**config.mk**
```make
export PLATFORM = sky130hd
export DESIGN_NAME = mcu_spi_cmd_bridge
export DESIGN_NICKNAME = d
export VERILOG_FILES = /design/src/rtl/mcu_bridge_pkg.sv /design/src/rtl/mcu_byte_fifo.sv /design/src/rtl/mcu_spi_cmd_bridge.sv
export SDC_FILE = /design/constraint.sdc
export NUM_CORES = 1
export LEC_CHECK = 0
export CORE_MARGIN = 5
export CORE_UTILIZATION = 35
export CTS_BUF_LIST = sky130_fd_sc_hd__clkbuf_16
export CTS_CLUSTER_DIAMETER = 200
export DETAILED_ROUTE_END_ITERATION = 6
export SLEW_MARGIN = 20
export SYNTH_ARGS = -nofsm -noshare
export SYNTH_HDL_FRONTEND = slang
export SYNTH_SLANG_ARGS = --single-unit
```
**constraint.sdc**
```tcl
create_clock -name SClk -period 5.3 [get_ports SClk]
set_input_delay 1.06 -clock SClk [delete_from_list [all_inputs] [get_ports SClk]]
set_output_delay 1.06 -clock SClk [all_outputs]
set_load 0.02 [all_outputs]
```
**src/rtl/mcu_bridge_pkg.sv**
```systemverilog
`default_nettype none
// ============================================================================
//  Module   : mcu_bridge_pkg
//  Purpose  : Shared types and constants for the cartridge-bus to MCU SPI
//             command bridge: engine state encoding, command codes, the
//             invalid-command mask and the RegCtrl bit layout.
//  Ports    : none (package)
//  Revision : 1.0 - initial release
// ============================================================================
package mcu_bridge_pkg;

  typedef enum logic [2:0] {
    ST_IDLE     = 3'd0,
    ST_LOWER_CS = 3'd1,
    ST_SHIFT    = 3'd2,
    ST_WAIT     = 3'd3,
    ST_RAISE_CS = 3'd4
  } spi_state_t;

  typedef logic [3:0] cmd_t;

  // Bit 0 of every command selects the direction: 1 = read, 0 = write.
  localparam cmd_t CMD_RESET     = 4'h0;
  localparam cmd_t CMD_STATUS_RD = 4'h1;
  localparam cmd_t CMD_CFG_WR    = 4'h2;
  localparam cmd_t CMD_CFG_RD    = 4'h3;
  localparam cmd_t CMD_TIME_WR   = 4'h4;
  localparam cmd_t CMD_TIME_RD   = 4'h5;
  localparam cmd_t CMD_ALARM_WR  = 4'h6;
  localparam cmd_t CMD_ALARM_RD  = 4'h7;
  localparam cmd_t CMD_DATA_WR   = 4'h8;
  localparam cmd_t CMD_DATA_RD   = 4'h9;
  localparam cmd_t CMD_NOP_WR    = 4'hA;
  localparam cmd_t CMD_NOP       = 4'hB;

  // Codes 0xC..0xF (Cmd[3:1] = 6 or 7) are reserved and refused at start.
  localparam cmd_t INVALID_CMD_MASK = 4'hC;

  localparam int CTRL_READY_BIT   = 7;
  localparam int CTRL_RXVALID_BIT = 6;
  localparam int CTRL_TXFULL_BIT  = 5;
  localparam int CTRL_BUSY_BIT    = 4;
  localparam int CTRL_CMD_MSB     = 3;

  function automatic logic is_invalid_cmd(input cmd_t c);
    return (c & INVALID_CMD_MASK) == INVALID_CMD_MASK;
  endfunction

endpackage
`default_nettype wire

```
**src/rtl/mcu_byte_fifo.sv**
```systemverilog
`default_nettype none
// ============================================================================
//  Module   : mcu_byte_fifo
//  Purpose  : Small synchronous byte FIFO with first-word-fall-through head.
//             A push into a full FIFO is accepted only when a pop happens in
//             the same cycle (the pop frees the slot). Pop on empty is ignored.
//  Ports    : clk, rst_n (async active-low), flush (sync clear),
//             push/push_data, pop, full, empty, head
//  Params   : DEPTH - number of entries (power of 2, >= 2)
//  Revision : 1.0 - initial release
// ============================================================================
module mcu_byte_fifo #(
  parameter int DEPTH = 8
) (
  input  logic       clk,
  input  logic       rst_n,
  input  logic       flush,
  input  logic       push,
  input  logic [7:0] push_data,
  input  logic       pop,
  output logic       full,
  output logic       empty,
  output logic [7:0] head
);

  localparam int AW = $clog2(DEPTH);

  logic [7:0]    mem [DEPTH];
  logic [AW-1:0] rd_ptr;
  logic [AW-1:0] wr_ptr;
  logic [AW:0]   count;
  logic          do_push;
  logic          do_pop;

  assign empty   = (count == '0);
  assign full    = (count == (AW+1)'(DEPTH));
  assign head    = mem[rd_ptr];
  assign do_pop  = pop & ~empty;
  assign do_push = push & (~full | do_pop);

  always_ff @(posedge clk or negedge rst_n) begin
    if (!rst_n) begin
      rd_ptr <= '0;
      wr_ptr <= '0;
      count  <= '0;
    end else if (flush) begin
      rd_ptr <= '0;
      wr_ptr <= '0;
      count  <= '0;
    end else begin
      if (do_push) wr_ptr <= wr_ptr + AW'(1);
      if (do_pop)  rd_ptr <= rd_ptr + AW'(1);
      case ({do_push, do_pop})
        2'b10:   count <= count + (AW+1)'(1);
        2'b01:   count <= count - (AW+1)'(1);
        default: count <= count;
      endcase
    end
  end

  // Storage needs no reset: occupancy is tracked by the pointers.
  always_ff @(posedge clk) begin
    if (do_push && !flush) mem[wr_ptr] <= push_data;
  end

endmodule
`default_nettype wire

```
**src/rtl/mcu_spi_cmd_bridge.sv**
```systemverilog
`default_nettype none
// ============================================================================
//  Module   : mcu_spi_cmd_bridge
//  Purpose  : Cartridge-bus to MCU SPI command engine. The host programs a
//             payload length and a command, streams payload bytes through a
//             TX FIFO (write direction) or collects reply bytes from an RX
//             FIFO (read direction). A frame is: command byte {4'hF,Cmd},
//             then LEN payload bytes, each preceded by one stretch cycle.
//  Ports    : SClk, nReset (async active-low)
//             bus  : BusWrite, BusRead, SelData, SelCtrl, SelLen, WriteData,
//                    RegData (RX head / 8'hFF), RegCtrl
//                    {Ready,RxValid,TxFull,Busy|Invalid,Cmd}, RegLen
//             MCU  : SPIDi, SPIDo, nMCUSel, MCUReady, SPIClkRunning,
//                    SPIClkStretch
//  Params   : FIFO_DEPTH (per FIFO), MAX_LEN (LEN clamp)
//  Config   : MCU_READY_HANDSHAKE_EN - when defined, WAIT and RAISE_CS also
//             wait for a synchronised falling edge of MCUReady.
//  Revision : 1.0 - initial release
// ============================================================================
module mcu_spi_cmd_bridge #(
  parameter int FIFO_DEPTH = 8,
  parameter int MAX_LEN    = 16
) (
  input  logic       SClk,
  input  logic       nReset,
  input  logic       BusWrite,
  input  logic       BusRead,
  input  logic       SelData,
  input  logic       SelCtrl,
  input  logic       SelLen,
  input  logic [7:0] WriteData,
  output logic [7:0] RegData,
  output logic [7:0] RegCtrl,
  output logic [7:0] RegLen,
  input  logic       SPIDi,
  output logic       SPIDo,
  output logic       nMCUSel,
  input  logic       MCUReady,
  output logic       SPIClkRunning,
  output logic       SPIClkStretch
);

  import mcu_bridge_pkg::*;

  localparam int LEN_W = $clog2(MAX_LEN + 1);

  spi_state_t       state;
  spi_state_t       state_nxt;
  cmd_t             cmd;
  logic             ready;
  logic             busy;
  logic             invalid;
  logic [LEN_W-1:0] len;
  logic [LEN_W-1:0] pay_cnt;   // payload bytes started in this frame
  logic [2:0]       bit_cnt;
  logic [7:0]       shreg;
  logic             cs_n;

  logic       wr_ctrl, wr_len, wr_data, rd_data;
  logic       start_req, start_bad, start_ok, flush;
  logic       dir_rd, hs_ok, wait_go, raise_go;
  logic       tx_pop_eng, rx_push_eng;
  logic       tx_full, tx_empty, rx_full, rx_empty;
  logic [7:0] tx_head, rx_head;

  // ---------------------------------------------------------------- bus decode
  // Control and length registers are frozen for the whole frame.
  assign wr_ctrl   = BusWrite & SelCtrl & ~busy;
  assign wr_len    = BusWrite & SelLen  & ~busy;
  assign wr_data   = BusWrite & SelData;
  assign rd_data   = BusRead  & SelData;
  assign start_req = wr_ctrl & WriteData[4];
  assign start_bad = start_req & is_invalid_cmd(WriteData[3:0]);
  assign start_ok  = start_req & ~start_bad;
  assign flush     = wr_ctrl & WriteData[5];
  assign dir_rd    = cmd[0];

  // ---------------------------------------------------------- MCU handshake
`ifdef MCU_READY_HANDSHAKE_EN
  logic [2:0] mr_sync;
  logic       mr_fall;
  logic       fall_seen;

  assign mr_fall = mr_sync[2] & ~mr_sync[1];
  // A falling edge seen while still shifting is remembered so it is not lost.
  assign hs_ok   = fall_seen | mr_fall;

  always_ff @(posedge SClk or negedge nReset) begin
    if (!nReset) begin
      mr_sync   <= 3'b000;
      fall_seen <= 1'b0;
    end else begin
      mr_sync <= {mr_sync[1:0], MCUReady};
      if (state == ST_LOWER_CS || wait_go || raise_go) fall_seen <= 1'b0;
      else if (mr_fall)                                 fall_seen <= 1'b1;
    end
  end
`else
  logic unused_mcu_ready;
  assign unused_mcu_ready = MCUReady;
  assign hs_ok            = 1'b1;
`endif

  // ----------------------------------------------------------- engine strobes
  // Read direction refuses to start a byte while RX is full, so the reply of
  // that byte always has a slot when it completes.
  assign wait_go     = (state == ST_WAIT) & (dir_rd ? ~rx_full : ~tx_empty) & hs_ok;
  assign raise_go    = (state == ST_RAISE_CS) & hs_ok;
  assign tx_pop_eng  = wait_go & ~dir_rd;
  // The reply clocked in during the command byte is discarded.
  assign rx_push_eng = (state == ST_SHIFT) & (bit_cnt == 3'd7) & dir_rd & (pay_cnt != '0);

  // ---------------------------------------------------------------- FSM comb
  always_comb begin
    state_nxt = state;
    case (state)
      ST_IDLE:     if (busy) state_nxt = ST_LOWER_CS;
      ST_LOWER_CS: state_nxt = ST_SHIFT;
      ST_SHIFT:    if (bit_cnt == 3'd7) state_nxt = (pay_cnt == len) ? ST_RAISE_CS : ST_WAIT;
      ST_WAIT:     if (wait_go) state_nxt = ST_SHIFT;
      ST_RAISE_CS: if (raise_go) state_nxt = ST_IDLE;
      default:     state_nxt = ST_IDLE;
    endcase
  end

  // ---------------------------------------------------------------- FSM seq
  always_ff @(posedge SClk or negedge nReset) begin
    if (!nReset) begin
      state   <= ST_IDLE;
      cmd     <= '0;
      ready   <= 1'b0;
      busy    <= 1'b0;
      invalid <= 1'b0;
      len     <= '0;
      pay_cnt <= '0;
      bit_cnt <= '0;
      shreg   <= 8'hFF;
      cs_n    <= 1'b1;
    end else begin
      state <= state_nxt;
      // Chip select follows the next state so it drops entering SHIFT and
      // rises on the same edge that enters RAISE_CS.
      cs_n  <= ~((state_nxt == ST_SHIFT) || (state_nxt == ST_WAIT));

      if (wr_ctrl) begin
        cmd     <= WriteData[3:0];
        invalid <= start_bad;
        if (start_ok) begin
          ready <= 1'b0;
          busy  <= 1'b1;
        end
      end

      if (wr_len) begin
        len <= (WriteData > 8'(MAX_LEN)) ? LEN_W'(MAX_LEN) : WriteData[LEN_W-1:0];
      end

      case (state)
        ST_LOWER_CS: begin
          shreg   <= {4'hF, cmd};
          bit_cnt <= '0;
          pay_cnt <= '0;
        end
        ST_SHIFT: begin
          shreg   <= {shreg[6:0], SPIDi};
          bit_cnt <= bit_cnt + 3'd1;
        end
        ST_WAIT: begin
          if (wait_go) begin
            shreg   <= dir_rd ? 8'hFF : tx_head;
            bit_cnt <= '0;
            pay_cnt <= pay_cnt + LEN_W'(1);
          end
        end
        ST_RAISE_CS: begin
          if (raise_go) begin
            ready <= 1'b1;
            busy  <= 1'b0;
            shreg <= 8'hFF;  // idle MOSI high between frames
          end
        end
        default: ;
      endcase
    end
  end

  // ---------------------------------------------------------------- FIFOs
  mcu_byte_fifo #(.DEPTH(FIFO_DEPTH)) u_tx_fifo (
    .clk       (SClk),
    .rst_n     (nReset),
    .flush     (flush),
    .push      (wr_data),
    .push_data (WriteData),
    .pop       (tx_pop_eng),
    .full      (tx_full),
    .empty     (tx_empty),
    .head      (tx_head)
  );

  mcu_byte_fifo #(.DEPTH(FIFO_DEPTH)) u_rx_fifo (
    .clk       (SClk),
    .rst_n     (nReset),
    .flush     (flush),
    .push      (rx_push_eng),
    .push_data ({shreg[6:0], SPIDi}),
    .pop       (rd_data),
    .full      (rx_full),
    .empty     (rx_empty),
    .head      (rx_head)
  );

  // ---------------------------------------------------------------- outputs
  always_comb begin
    RegCtrl                   = '0;
    RegCtrl[CTRL_READY_BIT]   = ready;
    RegCtrl[CTRL_RXVALID_BIT] = ~rx_empty;
    RegCtrl[CTRL_TXFULL_BIT]  = tx_full;
    RegCtrl[CTRL_BUSY_BIT]    = busy | invalid;
    RegCtrl[CTRL_CMD_MSB:0]   = cmd;
  end

  assign RegData       = rx_empty ? 8'hFF : rx_head;
  assign RegLen        = {{(8-LEN_W){1'b0}}, len};
  assign SPIDo         = shreg[7];
  assign nMCUSel       = cs_n;
  assign SPIClkRunning = (state == ST_SHIFT);
  assign SPIClkStretch = (state == ST_WAIT);

endmodule
`default_nettype wire

```
==> After elaboration in Yosys (flattened, before gate mapping) <==
Memory sizes are Yosys's and may differ from the RTL's.
Cells that the tools add are included.
W data, S select, Z words.
{ "totals": {"inputBits": 17, "ram_bits": 128, "memories": 2, "out_inout_bits": 28, "reg_bits": 52, "elab_cells": 135} }
{ "op_classes": {"n_bitwise": 30, "addsub": 10, "eq_ne": 16, "muxes": 37, "n_reduce_logical": 23, "magnitude_cmp": 1} }
{ "mem_list": {"columns": ["memory", "depth", "word_bits", "rd", "rd_clocked_by_memory_dff", "wr", "line_no", "rtl"], "rows": [
  ["u_rx_fifo.mem", 8, 8, 1, 0, 1, "mcu_byte_fifo.sv:28", "logic [7:0] mem [DEPTH];"],
  ["u_tx_fifo.mem", 8, 8, 1, 0, 1, "mcu_byte_fifo.sv:28", null]
]} }
{ "ops": {"columns": ["op", "count"], "rows": [
  ["$mux W3", 13],
  ["$pmux W8 S4", 1],
  ["$mux W8", 3],
  ["$and A1 B1 Y1", 19],
  ["$pmux W4 S2", 2],
  ["$add A3 B1 Y3 const B", 5],
  ["$reduce_bool A2 Y1", 7],
  ["$eq A3 B2 Y1 const B", 4],
  ["$pmux W3 S4", 1],
  ["$mux W1", 11],
  ["$mux W5", 2],
  ["$pmux W5 S2", 1],
  ["$pmux W3 S3", 1],
  ["$reduce_bool A3 Y1", 3],
  ["$add A4 B1 Y4 const B", 2],
  ["$eq A4 B4 Y1 const B", 2],
  ["$gt A8 B5 Y1 const B", 1],
  ["$logic_not A4 Y1", 2],
  ["$mux W4", 2],
  ["$not A1 Y1", 8],
  ["$reduce_and A2 Y1", 4],
  ["$sub A4 B1 Y4 const B", 2],
  ["$eq A2 B2 Y1 const B", 3],
  ["$eq A3 B3 Y1 const B", 2],
  ["other kinds (12)", 16]
]} }

==> Logic depth before layout (Yosys ltp) <==
{ "logic_depth": {"ltp_word": 11, "depth_mapped": 11, "ltp_nobuf": 11} }

==> By module <==
Synthesis repeated with hierarchy kept, for this count alone.
{ "hier_totals": {"hier_cells": 525, "hier_area_um2": 8147.8} }
{ "by_module_without_submodules": {"columns": ["module", "n_inst", "seq_area_each_um2", "area_per_inst_um2", "cells_each"], "rows": [
  ["mcu_byte_fifo (u_tx_fifo)", 1, 2172.1, 3186.8, 170],
  ["mcu_byte_fifo (u_rx_fifo)", 1, 2172.1, 3183.1, 170],
  ["mcu_spi_cmd_bridge", 1, 812.0, 1778.0, 185]
]} }

==> Least setup slack after synthesis <==
No wires, ideal clock.
{ "synth_path": {"path_kind": "input port to flip-flop", "startpoint": "input SelData", "endpoint": "memory u_rx_fifo.mem[1][0], enable pin", "required_time_ps": 4917, "n_path_buf": 0, "cell_stages": 4, "setup_time_ps": 383, "arrival_time_ps": 2419, "setup_slack_ps": 2497, "cell_sequence": "nand2_1 -> a2111oi_4 -> nand3_1 -> nor3_1"} }
{ "synth_via": {"elab_chain_cells": 7} }
{ "synth_rtl": {"columns": ["element", "line_no", "rtl"], "rows": [
  ["from (decl)", "mcu_spi_cmd_bridge.sv:28", "input logic SelData,"],
  ["$and A1 B1 Y1", "mcu_spi_cmd_bridge.sv:71", "assign rd_data = BusRead & SelData;"],
  ["$and A1 B1 Y1", "mcu_byte_fifo.sv:38", "assign do_pop = pop & ~empty;"],
  ["$or A1 B1 Y1", "mcu_byte_fifo.sv:39", "assign do_push = push & (~full | do_pop);"],
  ["$and A1 B1 Y1", "mcu_byte_fifo.sv:39", null],
  ["$logic_and A1 B1 Y1", "mcu_byte_fifo.sv:63", "if (do_push && !flush) mem[wr_ptr] <= push_data;"],
  ["$mux W1", "mcu_byte_fifo.sv:63", null],
  ["$mux W1 (implied by the code)", "mcu_byte_fifo.sv:63", null],
  ["to (decl)", "mcu_byte_fifo.sv:28", null]
]} }
No other way between the ends.

==> Final worst setup path <==
{ "layout_path": {"startpoint": "register u_rx_fifo.rd_ptr[0]", "endpoint": "output RegData[1]"} }
{ "layout_via": {"elab_chain_cells": 2} }
{ "layout_rtl": {"columns": ["element", "line_no", "rtl"], "rows": [
  ["from (decl)", "mcu_byte_fifo.sv:29", "logic [AW-1:0] rd_ptr;"],
  ["from (signal assigned)", "mcu_byte_fifo.sv:52", "if (do_pop) rd_ptr <= rd_ptr + AW'(1);"],
  ["$mem_v2 Z8 W8", null, null],
  ["$mux W8", "mcu_spi_cmd_bridge.sv:222", "assign RegData = rx_empty ? 8'hFF : rx_head;"],
  ["to (decl)", "mcu_spi_cmd_bridge.sv:32", "output logic [7:0] RegData,"]
]} }
No other way between the ends.

==> reports/metrics.csv <==
metric;value;unit
routed_wl;15.9;mm
max_freq;272;MHz
grt_setup_unrepaired;false;
cts-resized-gates;0;
drc;0;
fin_nets;587;
cts_setup_buffers;0;
slew_viol_final;0;
n_fill_cell;1982;
root_buffer;clkbuf_16;
antenna_left;0;
place_ws;1480;ps
clk_latency;420;ps
syn_area;7790;um^2
portBuffers;40;
yosysMostFrequentCell;edfxtp_1;
area_delta_synth_final;16.4;%
initial_core_util;35.6;%
grt.busiest_layer;met2;
cts-buffers-inserted;17;
design.die.area;25300;um^2
status;completed;
core;21900;um^2
p_per_area;518;nW/um^2
cts_buffer_depth;2;
postCtsHoldBufs;0;
worstSetupPathType;reg2out;
finalHoldViolCount;0;
cp_max_fo;18;
grt_pass1_vias;4645;
hold_class;reg2reg;
place_hpwl;10.7;mm
via_per_inst;5.18;
avgSynthCellArea;15.1;um^2
grt_pass1_wl;25.8;mm
synth_commonest_cells;128 x edfxtp_1, 47 x nor2_1, 44 x nand2_1, 43 x dfrtp_1, 32 x mux4_2;
fp.dieH;159;um
leakagePower;3.21;nW
crit_required;4240;ps
max_slew_margin;30.2;%
grt_max_degree;53;
wl_per_cell;18.8;um
worstMarginPinSlew;1030;ps
finalSetupTns;0;ps
ys_seq_elements;180;
setup_viol;0;
die-width;159;um
synth-async-reset-ratio;28.9;%
use_met3;2.82;%
clock_skew;5.90;ps
syn_inst;514;
htreeDepth;4;
vias;4394;
synthFlopType;edfxtp_1;
synth_largest_area_cell;edfxtp_1;
gp_congestion;0.768;
endpoint_kind;primary output;
tritoncts;yes;
min_period;3680;ps
clk_pin_slew;60;ps
antenna_found_initial;0;
drv_cap;0;
synth_area_leaders;edfxtp_1 49%, dfrtp_1 14%, mux4_2 9.3%;
clock_sinks;180;
yosysSeqAreaShare;66.2;%
fin_ws;1620;ps
groute.usage.overall;13.0;%
num_io_pins;45;
grt_overflow;0;
drtIter0Drc;305;
arrival;2620;ps
use_met1;16.7;%
ys_types;55;
cp-start-kind;register;
synth_top_area_share;49.4;%
period_share;69.5;%
synth_edf_count;128;
vdd_drop_max;0.000233;V
row_count;54;
yosys_warnings;0;
antennaDiodeCount;0;
drive_gt1_share;15.3;%
gr-usage-met2;21.0;%
first_pass_iters;4;
==> layout by cell type (no fill, tap or decap), types with 4 or more instances in the layout <==
cell             count
a211oi_1             4
a21o_1               4
a21oi_1             18
a22o_1               8
a31oi_1              4
and2_1               4
buf_4                6
bufinv_16            4
clkbuf_16           17
clkdlybuf4s50_1     39
clkinv_2             5
dfrtp_1             42
dfstp_2              9
edfxtp_1           128
ha_1                12
inv_1               11
mux2i_1             17
mux4_2              32
nand2_1             44
nand2b_1             5
nand3_1             14
nor2_1              47
nor2b_1              4
nor3_1               5
o21ai_0             11
o22ai_1              5
xnor2_1             12
xor2_1               9
==> layout make-up <==
class                           count  area [um^2]  area share, %
Clock inverter                     15          171           1.89
Timing Repair Buffer               46          440           4.86
Sequential cell                   180         5160           56.9
Clock buffer                       17          425           4.69
Tap cell                          280          350           3.87
Multi-Input combinational cell    302         2480           27.4
Inverter                            9         33.8          0.373
==> state kept, by name, indices dropped and copies added, names as in the netlist, 4 cells and up <==
register	flops
u_tx_fifo.count	4
pay_cnt	5
len	5
u_rx_fifo.mem	64
cmd	4
u_tx_fifo.mem	64
u_rx_fifo.count	4
shreg	8
==> stage by stage <==
stage	hold WS, ps	total power, mW	utilization [%]	cell area, um^2	cells
floorplan	442	2.99	-	7790	516
global placement	464	3.40	38.7	8470	817
detailed placement	486	3.46	38.7	8470	817
CTS	503	4.75	41.4	9060	849
global route	513	4.97	41.4	9060	849
finish	503	4.69	41.4	9060	849
==> where the power goes <==
part | switching [mW] | internal [mW]
clock | 0.503 | 0.775
sequential | 0.364 | 1.80
combinational | 0.594 | 0.662
==> critical path, cell delays in order (launching register included) <==
cell	delay (ps)
dfrtp_2	760
mux4_2	580
mux2i_1	200
nand2_1	80
clkdlybuf4s50_1	570
==> kinds of logic (layout without fill, tap and decap cells) <==
family | count (synthesis) | after routing | synth area share [%]
AOI/OAI and AO/OA | 67 | 67 | 5.90
xor gates and xnor gates | 21 | 21 | 2.36
adders and majority gates | 14 | 14 | 2.44
buffers and inverters | 34 | 87 | 1.96
DFF | 180 | 180 | 66.2
muxes | 52 | 52 | 11.9
other | 1 | 3 | 0.0482
and+or+nand+nor | 145 | 145 | 9.19
==> path summary, 6_finish.rpt <==
| check | from | endpoint | slack (ps) | depth (start not counted) |
|---|---|---|---|---|
| max | u_rx_fifo.rd_ptr[0]$_DFFE_PN0P_ | RegData[1] | 1620 | 4 |
| min | invalid$_DFFE_PN0P_ | invalid$_DFFE_PN0P_ | 500 | 2 |
| max reg2reg | state[1]$_DFF_PN0_ | u_tx_fifo.count[3]$_DFFE_PN0P_ | 1890 | 9 |
| min reg2reg | invalid$_DFFE_PN0P_ | invalid$_DFFE_PN0P_ | 500 | 2 |
| max in group asynchronous | nReset | u_rx_fifo.rd_ptr[0]$_DFFE_PN0P_ | 4050 | 2 |
| min in group asynchronous | nReset | pay_cnt[4]$_DFFE_PN0P_ | 750 | 2 |
==> layer usage <==
layer	vias to the layer above	share of wire [%]
met5	-	0
met3	36	4.2
li1	2028	-
met2	105	49
met4	0	3.5
met1	2225	43
No activity file was read; power rests on OpenSTA's default activity.
